[config.mk]
export PLATFORM = sky130hd
export DESIGN_NAME = uni_buf_loader
export DESIGN_NICKNAME = d
export VERILOG_FILES = /design/src/rtl/tinyacc_pkg.sv /design/src/rtl/uni_addr_gen.sv /design/src/rtl/uni_buf_loader.sv
export SDC_FILE = /design/constraint.sdc
export NUM_CORES = 1
export LEC_CHECK = 0
export BUFFER_PORTS_ARGS = -buffer_cell sky130_fd_sc_hd__buf_2
export CAP_MARGIN = 20
export CORE_MARGIN = 1
export CORE_UTILIZATION = 30
export CTS_CLUSTER_SIZE = 8
export DETAILED_ROUTE_END_ITERATION = 12
export HOLD_SLACK_MARGIN = 0.03
export PLACE_DENSITY = 0.58
export SLEW_MARGIN = 20
export SYNTH_ARGS = -nofsm -noshare
export SYNTH_HDL_FRONTEND = slang
export SYNTH_SLANG_ARGS = --single-unit
[constraint.sdc]
create_clock -name clk -period 6.4 [get_ports clk]
set_input_delay 1.28 -clock clk [delete_from_list [all_inputs] [get_ports clk]]
set_output_delay 1.28 -clock clk [all_outputs]
set_load 0.01 [all_outputs]
[src/rtl/tinyacc_pkg.sv]
// Shared types and constants for the unified-buffer loader and its address walker.
package tinyacc_pkg;

   typedef enum logic [2:0] {
      IDLE    = 3'd0,
      LD_REQ  = 3'd1,
      LD_WAIT = 3'd2,
      ST_RD   = 3'd3,
      ST_WAIT = 3'd4,
      ST_REQ  = 3'd5,
      DONE    = 3'd6
   } uni_state_e;

   localparam logic UNI_TYPE_LOAD  = 1'b0;
   localparam logic UNI_TYPE_STORE = 1'b1;
   localparam int   ELEM_CNT_W     = 20;

endpackage

[src/rtl/uni_addr_gen.sv]
// Row-major element walker: accumulates the external byte address and the buffer word
// address for the current element and flags when it is the final element of the block.
module uni_addr_gen
   import tinyacc_pkg::*;
#(
   parameter int BUF_AW     = 16,
   parameter int ELEM_BYTES = 4
) (
   input  logic              clk,
   input  logic              reset,
   input  logic              init,
   input  logic [31:0]       init_ext,
   input  logic [BUF_AW-1:0] init_buf,
   input  logic [9:0]        init_col,
   input  logic [9:0]        init_row,
   input  logic              step,
   output logic [31:0]       ext_addr,
   output logic [BUF_AW-1:0] buf_addr,
   output logic              last
);

   logic [31:0]           ext_q, ext_d;
   logic [BUF_AW-1:0]     buf_q, buf_d;
   logic [ELEM_CNT_W-1:0] cnt_q, cnt_d;
   logic [ELEM_CNT_W-1:0] total_q, total_d;

   always_comb begin
      ext_d   = ext_q;
      buf_d   = buf_q;
      cnt_d   = cnt_q;
      total_d = total_q;
      if (init) begin
         ext_d   = init_ext;
         buf_d   = init_buf;
         cnt_d   = '0;
         // 1023 x 1023 still fits the element counter width.
         total_d = ELEM_CNT_W'(init_row) * ELEM_CNT_W'(init_col);
      end else if (step) begin
         ext_d = ext_q + 32'(ELEM_BYTES);
         buf_d = buf_q + BUF_AW'(1);
         cnt_d = cnt_q + ELEM_CNT_W'(1);
      end
   end

   always_ff @(posedge clk) begin
      if (!reset) begin
         ext_q   <= '0;
         buf_q   <= '0;
         cnt_q   <= '0;
         total_q <= '0;
      end else begin
         ext_q   <= ext_d;
         buf_q   <= buf_d;
         cnt_q   <= cnt_d;
         total_q <= total_d;
      end
   end

   assign ext_addr = ext_q;
   assign buf_addr = buf_q;
   assign last     = ((cnt_q + ELEM_CNT_W'(1)) == total_q);

endmodule

[src/rtl/uni_buf_loader.sv]
// uni_buf_loader: executes one unified-buffer load/store command one element at a time.
// Defining UNI_LOADER_PERF_EN adds the perf_stall stall-cycle counter output.
module uni_buf_loader
   import tinyacc_pkg::*;
#(
   parameter int DATA_W     = 32,
   parameter int BUF_AW     = 16,
   parameter int ELEM_BYTES = 4
) (
   input  logic              clk,
   input  logic              reset,
   input  logic              uni_load,
   input  logic              uni_type,
   input  logic [31:0]       uni_init_addr,
   input  logic [9:0]        uni_col,
   input  logic [9:0]        uni_row,
   input  logic [31:0]       uni_out_addr,
   output logic              uni_ready,
   output logic              uni_busy,
   output logic              uni_done,
   output logic              mem_req,
   output logic              mem_we,
   output logic [31:0]       mem_addr,
   output logic [DATA_W-1:0] mem_wdata,
   input  logic              mem_gnt,
   input  logic              mem_rvalid,
   input  logic [DATA_W-1:0] mem_rdata,
   output logic              buf_en,
   output logic              buf_we,
   output logic [BUF_AW-1:0] buf_addr,
   output logic [DATA_W-1:0] buf_wdata,
   input  logic [DATA_W-1:0] buf_rdata,
   output uni_state_e        dbg_state
`ifdef UNI_LOADER_PERF_EN
   ,
   output logic [31:0]       perf_stall
`endif
);

   // Handshake: mem_req/mem_we/mem_addr/mem_wdata stay constant until the cycle mem_gnt=1
   // (transfer), and for a read exactly one mem_rvalid follows in a later cycle.
   uni_state_e        state_q, state_d;
   logic [DATA_W-1:0] wdata_q, wdata_d;
   logic              capture, step, last;
   logic              unused_out_hi;

   assign unused_out_hi = ^uni_out_addr[31:BUF_AW];

   uni_addr_gen #(
      .BUF_AW     (BUF_AW),
      .ELEM_BYTES (ELEM_BYTES)
   ) u_addr_gen (
      .clk      (clk),
      .reset    (reset),
      .init     (capture),
      .init_ext (uni_init_addr),
      .init_buf (uni_out_addr[BUF_AW-1:0]),
      .init_col (uni_col),
      .init_row (uni_row),
      .step     (step),
      .ext_addr (mem_addr),
      .buf_addr (buf_addr),
      .last     (last)
   );

   always_comb begin
      state_d   = state_q;
      wdata_d   = wdata_q;
      capture   = 1'b0;
      step      = 1'b0;
      mem_req   = 1'b0;
      mem_we    = 1'b0;
      buf_en    = 1'b0;
      buf_we    = 1'b0;
      buf_wdata = '0;
      uni_done  = 1'b0;
      case (state_q)
         IDLE: begin
            if (uni_load) begin
               capture = 1'b1;
               if (uni_row == 10'd0 || uni_col == 10'd0) state_d = DONE;
               else if (uni_type == UNI_TYPE_STORE)      state_d = ST_RD;
               else                                      state_d = LD_REQ;
            end
         end
         LD_REQ: begin
            mem_req = 1'b1;
            if (mem_gnt) state_d = LD_WAIT;
         end
         LD_WAIT: begin
            if (mem_rvalid) begin
               buf_en    = 1'b1;
               buf_we    = 1'b1;
               buf_wdata = mem_rdata;
               step      = 1'b1;
               state_d   = last ? DONE : LD_REQ;
            end
         end
         ST_RD: begin
            buf_en  = 1'b1;
            state_d = ST_WAIT;
         end
         ST_WAIT: begin
            wdata_d = buf_rdata;
            state_d = ST_REQ;
         end
         ST_REQ: begin
            mem_req = 1'b1;
            mem_we  = 1'b1;
            if (mem_gnt) begin
               step    = 1'b1;
               state_d = last ? DONE : ST_RD;
            end
         end
         DONE: begin
            uni_done = 1'b1;
            state_d  = IDLE;
         end
         default: state_d = IDLE;
      endcase
   end

   always_ff @(posedge clk) begin
      if (!reset) begin
         state_q <= IDLE;
         wdata_q <= '0;
      end else begin
         state_q <= state_d;
         wdata_q <= wdata_d;
      end
   end

   assign uni_ready = (state_q == IDLE);
   assign uni_busy  = !uni_ready;
   assign mem_wdata = wdata_q;
   assign dbg_state = state_q;

`ifdef UNI_LOADER_PERF_EN
   logic [31:0] perf_q, perf_d;
   logic        stall_cycle;

   // Counts cycles waiting on the external port: ungranted requests and missing read data.
   assign stall_cycle = (mem_req && !mem_gnt) || (state_q == LD_WAIT && !mem_rvalid);

   always_comb begin
      perf_d = perf_q;
      if (capture)                          perf_d = '0;
      else if (stall_cycle && perf_q != '1) perf_d = perf_q + 32'd1;
   end

   always_ff @(posedge clk) begin
      if (!reset) perf_q <= '0;
      else        perf_q <= perf_d;
   end

   assign perf_stall = perf_q;
`endif

endmodule

==> impl_metrics.py, run 1 <==
metrics = {
    "global_routing": {
        "grt-ovfl-total": 0,
        "grt_max_degree": 89,
        "grt_pass1_vias": 8775,
        "grt_usage_pct": 18.4,
        "grt_pass1_wl_mm": 47.4,
        "grt_antenna_before_repair": 0,
    },
    "clock_network": {
        "cts_root_buf": "clkbuf_16",
        "cts_tree": "yes",
        "h-tree-depth": 4,
        "cts.sink_count": 123,
        "clkSlewWorstSetupHoldPaths_ps": 70,
        "holdBufCountCts": 0,
        "ctsResizeCount": 0,
        "cts.path.max_buffers": 2,
        "clk-insertion-delay-late_ps": 420,
        "cts_setup_buffers": 0,
        "cts-buffers-inserted": 17,
    },
    "critical_path": {
        "required_ps": 6690,
        "worst-setup-path-type": "in2reg",
        "startpoint_type": "primary input",
        "critPathMaxFanout": 6,
        "arrival_ps": 6080,
        "end_kind": "register",
    },
    "layout": {
        "final_common_cell": "buf_2",
        "final_cell_mix": "buf_2, nand2_1, dfxtp_1",
        "diodes": 0,
        "drive_gt1_share_pct": 23.4,
        "final_core_util_pct": 38.1,
        "fill_cells": 3257,
        "area_growth_syn_to_layout_pct": 23.5,
        "fin_nets": 1678,
    },
    "placed_design": {
        "io_buffers": 259,
        "gp_congestion": 0.810,
        "post-place-ws_ps": 170,
        "dpl.hpwl_mm": 22.6,
    },
    "logic_synthesis": {
        "synth_cells": 1181,
        "synthAdderAreaFrac_pct": 20.6,
        "synth-seq-cells": 123,
        "syn_area_um2": 9550,
        "synth.avg_cell_area_um2": 8.09,
        "synth.distinct_cells": 64,
        "synth_nets": 1455,
        "ys.flop_type": "dfxtp_1",
        "async_flop_share_pct": 0,
        "synth_compound_area_share_pct": 13.4,
        "ys_seq_area_share_pct": 25.8,
        "yosysWarnings": 0,
        "synth_top_family_by_area": "simple AND/OR/NAND/NOR gates",
        "muxShareOfSynthArea_pct": 0.419,
        "yosysTopAreaCellShare_pct": 25.8,
        "synth_xor_xnor_area_share_pct": 7.61,
        "synthSimpleGateAreaFrac_pct": 26.1,
        "yosys-top-cells-area": "dfxtp_1, fa_1, ha_1, nand2_1, and2_1",
        "synth_edf_count": 0,
        "yosys.area.top_type": "dfxtp_1",
    },
    "status": {
        "status": "completed",
    },
    "detailed_routing": {
        "ant_nets": 0,
        "via_per_inst": 4.89,
        "routed-via-count": 8861,
        "wire_per_inst_um": 16.3,
        "drt_iter0_markers": 434,
        "drtPass1Iterations": 4,
        "routed_wl_mm": 29.6,
        "drc_errors": 0,
    },
    "timing": {
        "tns_ps": 0,
        "worst_pin_slew_ps": 904,
        "worst_slack_ps": 610,
        "finalSetupViolations": 0,
        "max_freq_mhz": 173,
        "slew_headroom_pct": 39.7,
        "finalCriticalPeriod_ps": 5790,
        "skew_ps": 14.0,
        "hold_violations": 0,
        "rsz0062_at_grt": "no",
        "slew_violations": 0,
        "whs_ps": 454,
        "fin_crit_sh_pct": 90.5,
    },
    "floorplanning": {
        "initial_core_util_pct": 30.8,
        "rows": 64,
        "ios": 276,
        "coreArea_um2": 31000,
        "die_y_um": 180,
        "dieArea_um2": 32500,
        "fp.dieW_um": 180,
    },
    "flow_run": {
        "cap_viol_max_count": 0,
    },
    "pwr": {
        "finalPower_uw": 3920,
        "power.leakage_uw": 0.00544,
        "irDropWorstVdd_v": 0.000168,
        "power_density_nw_per_um2": 333,
    },
    "min_path": {
        "hold_class": "reg2reg",
    },
}
[cell families after synthesis]
group | Yosys count
multiplexers | 4
AND/OR/NAND/NOR | 498
XOR/XNOR | 83
adder cells (fa/ha/maj) | 120
AO/OA/AOI/OAI | 204
buffers and inverters | 149
flip-flops | 123
[layer usage]
metal  vias up  global-route usage [%]  share of wire [%]
met5         -                       0                  0
met3        43                    3.62                4.7
met4         0                    9.95                4.5
li1       4402                       -                  -
met1      4161                    20.5                 42
met2       255                    32.8                 49
[flip-flops by register name, summed over array words and instances (netlist names)]
| name | cells |
|---|---|
| u_addr_gen.buf_addr | 16 |
| dbg_state | 3 |
| u_addr_gen.ext_addr | 32 |
| u_addr_gen.total_q | 20 |
| u_addr_gen.cnt_q | 20 |
| mem_wdata | 32 |
[critical path: stages]
cell and delay [ps]:
buf_2 140, buf_4 160, nand2_1 90, fa_1 550, inv_1 50, fa_1 450
ha_1 330, fa_1 540, inv_1 50, fa_1 520, inv_1 40, ha_1 350
o21a_1 160, a211oi_1 310, o21ai_0 170, a31oi_1 280, buf_4 170, o21bai_1 60
a21oi_1 180, xnor2_1 130, o21ai_0 80
[where the power goes]
| group | total [µW] | switching [µW] | leakage [µW] | internal, µW |
|---|---|---|---|---|
| registers | 1030 | 134 | 0.00100 | 891 |
| logic | 1910 | 1080 | 0.00415 | 827 |
| clock network | 988 | 396 | 0.000281 | 592 |
| total | 3920 | 1610 | 0.00544 | 2310 |
[Yosys cell counts (3+ instances only)]
library cell / number
nor2_1: 95
a211o_1: 3
xnor2_1: 47
xor2_1: 36
nor4b_1: 3
dfxtp_1: 123
nor3_1: 24
a221oi_1: 4
clkbuf_1: 61
a311oi_1: 13
a21o_1: 4
o21ai_0: 43
or3_1: 3
and3_1: 12
nand2_1: 175
buf_2: 10
nor4_4: 3
nand2b_1: 3
and2_1: 96
nand4_1: 14
a211oi_1: 38
o21bai_1: 3
inv_1: 73
or4_1: 3
mux2i_1: 4
nor4_1: 3
fa_1: 62
a21oi_1: 71
nand3_1: 38
buf_1: 3
ha_1: 58
nor3b_1: 5
o21a_1: 6
[layout make-up]
| cell class | count | area (µm²) | share of cell area [%] |
|---|---|---|---|
| clock inverters | 14 | 156 | 1.33 |
| inverters | 74 | 278 | 2.36 |
| multi-input cells | 909 | 6520 | 55.3 |
| well taps | 396 | 495 | 4.20 |
| flip-flops and latches | 123 | 2460 | 20.9 |
| clock buffers | 18 | 439 | 3.72 |
| repair buffers | 279 | 1450 | 12.3 |
[metrics by stage]
| stage | cells | instance area, µm² |
|---|---|---|
| finish | 1813 | 11800 |
| global route | 1813 | 11800 |
| CTS | 1813 | 11800 |
| detailed placement | 1781 | 11200 |
| global placement | 1781 | 11200 |
| floorplan | 1181 | 9550 |
[worst paths after layout]
path	slack [ps]	from	to	cells after the start
setup reg to reg	3150	dbg_state[1]	u_addr_gen.buf_addr[12]	7
setup / recovery	610	uni_col[3]	u_addr_gen.total_q[14]	21
hold / removal	450	mem_wdata[14]	mem_wdata[14]	2
hold reg to reg	450	mem_wdata[14]	mem_wdata[14]	2
(Power assumes the default switching activity.)
==> inputs of run 2 (changes only) <==
--- a/config.mk
+++ b/config.mk
@@ -13,6 +13,7 @@
 export DETAILED_ROUTE_END_ITERATION = 12
 export HOLD_SLACK_MARGIN = 0.03
 export PLACE_DENSITY = 0.58
+export REMOVE_ABC_BUFFERS = 1
 export SLEW_MARGIN = 20
 export SYNTH_ARGS = -nofsm -noshare
 export SYNTH_HDL_FRONTEND = slang
==> run 2 against run 1 <==
Effect of this change: die area stayed put; first-iteration DRC count is 14% lower; register-to-register slack better by 20 ps; total power is 2.0% higher; global-route usage is 1.4 points lower; non-clock buffer count stayed put; clock-buffer cell count is 6 higher; design area is 0.65% higher; critical path type unchanged.
==> impl_metrics.py, run 2 (synthesis gave the netlist of run 1 again) <==
metrics = {
    "timing": {
        "skew_ps": 6.24,
        "finalSetupViolations": 0,
        "whs_ps": 451,
        "tns_ps": 0,
        "fin_crit_sh_pct": 90.9,
        "finalCriticalPeriod_ps": 5810,
        "slew_headroom_pct": 29.5,
        "worst_pin_slew_ps": 1050,
        "hold_violations": 0,
        "rsz0062_at_grt": "no",
        "max_freq_mhz": 172,
        "slew_violations": 0,
    },
    "status": {
        "status": "completed",
    },
    "global_routing": {
        "met3_usage_pct": 2.85,
        "grtUsageMet2_pct": 29.7,
        "grt_usage_pct": 17.0,
        "use_met1_pct": 20.8,
        "grt-ovfl-total": 0,
        "grt_pass1_vias": 8571,
        "grt_pass1_wl_mm": 44.6,
        "grt_max_degree": 57,
        "grt_antenna_before_repair": 4,
        "busiest_layer": "met2",
    },
    "detailed_routing": {
        "drc_errors": 0,
        "ant_nets": 0,
        "routed-via-count": 8888,
        "wire_per_inst_um": 15.2,
        "via_per_inst": 4.89,
        "drtPass1Iterations": 4,
        "drt_iter0_markers": 374,
        "routed_wl_mm": 27.6,
    },
    "pwr": {
        "finalPower_uw": 4000,
        "power_density_nw_per_um2": 337,
        "power.leakage_uw": 0.00548,
        "irDropWorstVdd_v": 0.000188,
    },
    "clock_network": {
        "cts_tree": "yes",
        "clk-insertion-delay-late_ps": 420,
        "ctsResizeCount": 0,
        "cts_setup_buffers": 0,
        "cts_root_buf": "clkbuf_16",
        "cts.path.max_buffers": 2,
        "clkSlewWorstSetupHoldPaths_ps": 60,
        "cts-buffers-inserted": 17,
        "h-tree-depth": 4,
        "cts.sink_count": 123,
        "holdBufCountCts": 0,
    },
    "floorplanning": {
        "rows": 64,
        "die_y_um": 180,
        "ios": 276,
        "coreArea_um2": 31000,
        "fp.dieW_um": 180,
        "dieArea_um2": 32500,
        "initial_core_util_pct": 30.8,
    },
    "critical_path": {
        "startpoint_type": "primary input",
        "rr_worst_depth": 7,
        "critPathMaxFanout": 6,
        "worst-r2r-setup-slack_ps": 3170,
        "arrival_ps": 6120,
        "end_kind": "register",
        "worst-setup-path-type": "in2reg",
        "required_ps": 6710,
    },
    "placed_design": {
        "gp_congestion": 0.827,
        "dpl.hpwl_mm": 21.1,
        "place_inst": 1781,
        "io_buffers": 259,
    },
    "flow_run": {
        "cap_viol_max_count": 0,
    },
    "layout": {
        "area_growth_syn_to_layout_pct": 24.3,
        "final_cell_mix": "buf_2, nand2_1, dfxtp_1",
        "fin_nets": 1678,
        "final_common_cell": "buf_2",
        "instances_no_fill": 1816,
        "drive_gt1_share_pct": 23.3,
    },
    "min_path": {
        "hold_depth": 2,
        "hold_class": "reg2reg",
    },
}
-- run 2: final cells by class --
type	instances	area (µm²)
diodes	3	7.51
clock buffers	24	512
clock inverters	8	153
fillers	3267	19100
inverters	74	278
multi-input cells	909	6520
flip-flops and latches	123	2460
well taps	396	495
repair buffers	279	1450
-- run 2: layer usage --
| layer | vias to the layer above | share of wire (%) |
|---|---|---|
| li1 | 4420 | - |
| met1 | 4178 | 44 |
| met2 | 250 | 48 |
| met3 | 40 | 4.6 |
| met4 | 0 | 2.5 |
| met5 | - | 0 |
-- run 2: power breakdown --
part	total (µW)	switching, µW	leakage (µW)	internal (µW)
Clock	1080	367	0.000320	718
Sequential	1030	144	0.00100	891
Combinational	1880	1070	0.00415	807
Total	4000	1590	0.00548	2420
-- run 2: critical path: stages --
cell,delay [ps]
buf_2,140
buf_4,160
nand2_1,70
fa_1,510
inv_1,50
fa_1,450
ha_1,330
fa_1,530
inv_1,50
fa_1,530
inv_1,40
ha_1,350
o21a_1,160
a211oi_1,350
o21ai_0,170
a31oi_1,350
o21ai_1,130
a41oi_1,270
or4_1,140
nand3_1,60
-- run 2: through the flow --
step / worst slack [ps] / area, µm² / utilization [%]
floorplan: 701 / 9250 / -
CTS: 603 / 11900 / 38.3
global route: 233 / 11900 / 38.3
global placement: 202 / 11200 / 36.1
finish: 585 / 11900 / 38.3
detailed placement: 169 / 11200 / 36.1
-- run 2: path summary, 6_finish.rpt --
kind                 start                 endpoint
max reg2reg   dbg_state[1]  u_addr_gen.buf_addr[12]
min          mem_wdata[28]            mem_wdata[28]
min reg2reg  mem_wdata[28]            mem_wdata[28]
max             uni_col[2]   u_addr_gen.total_q[18]
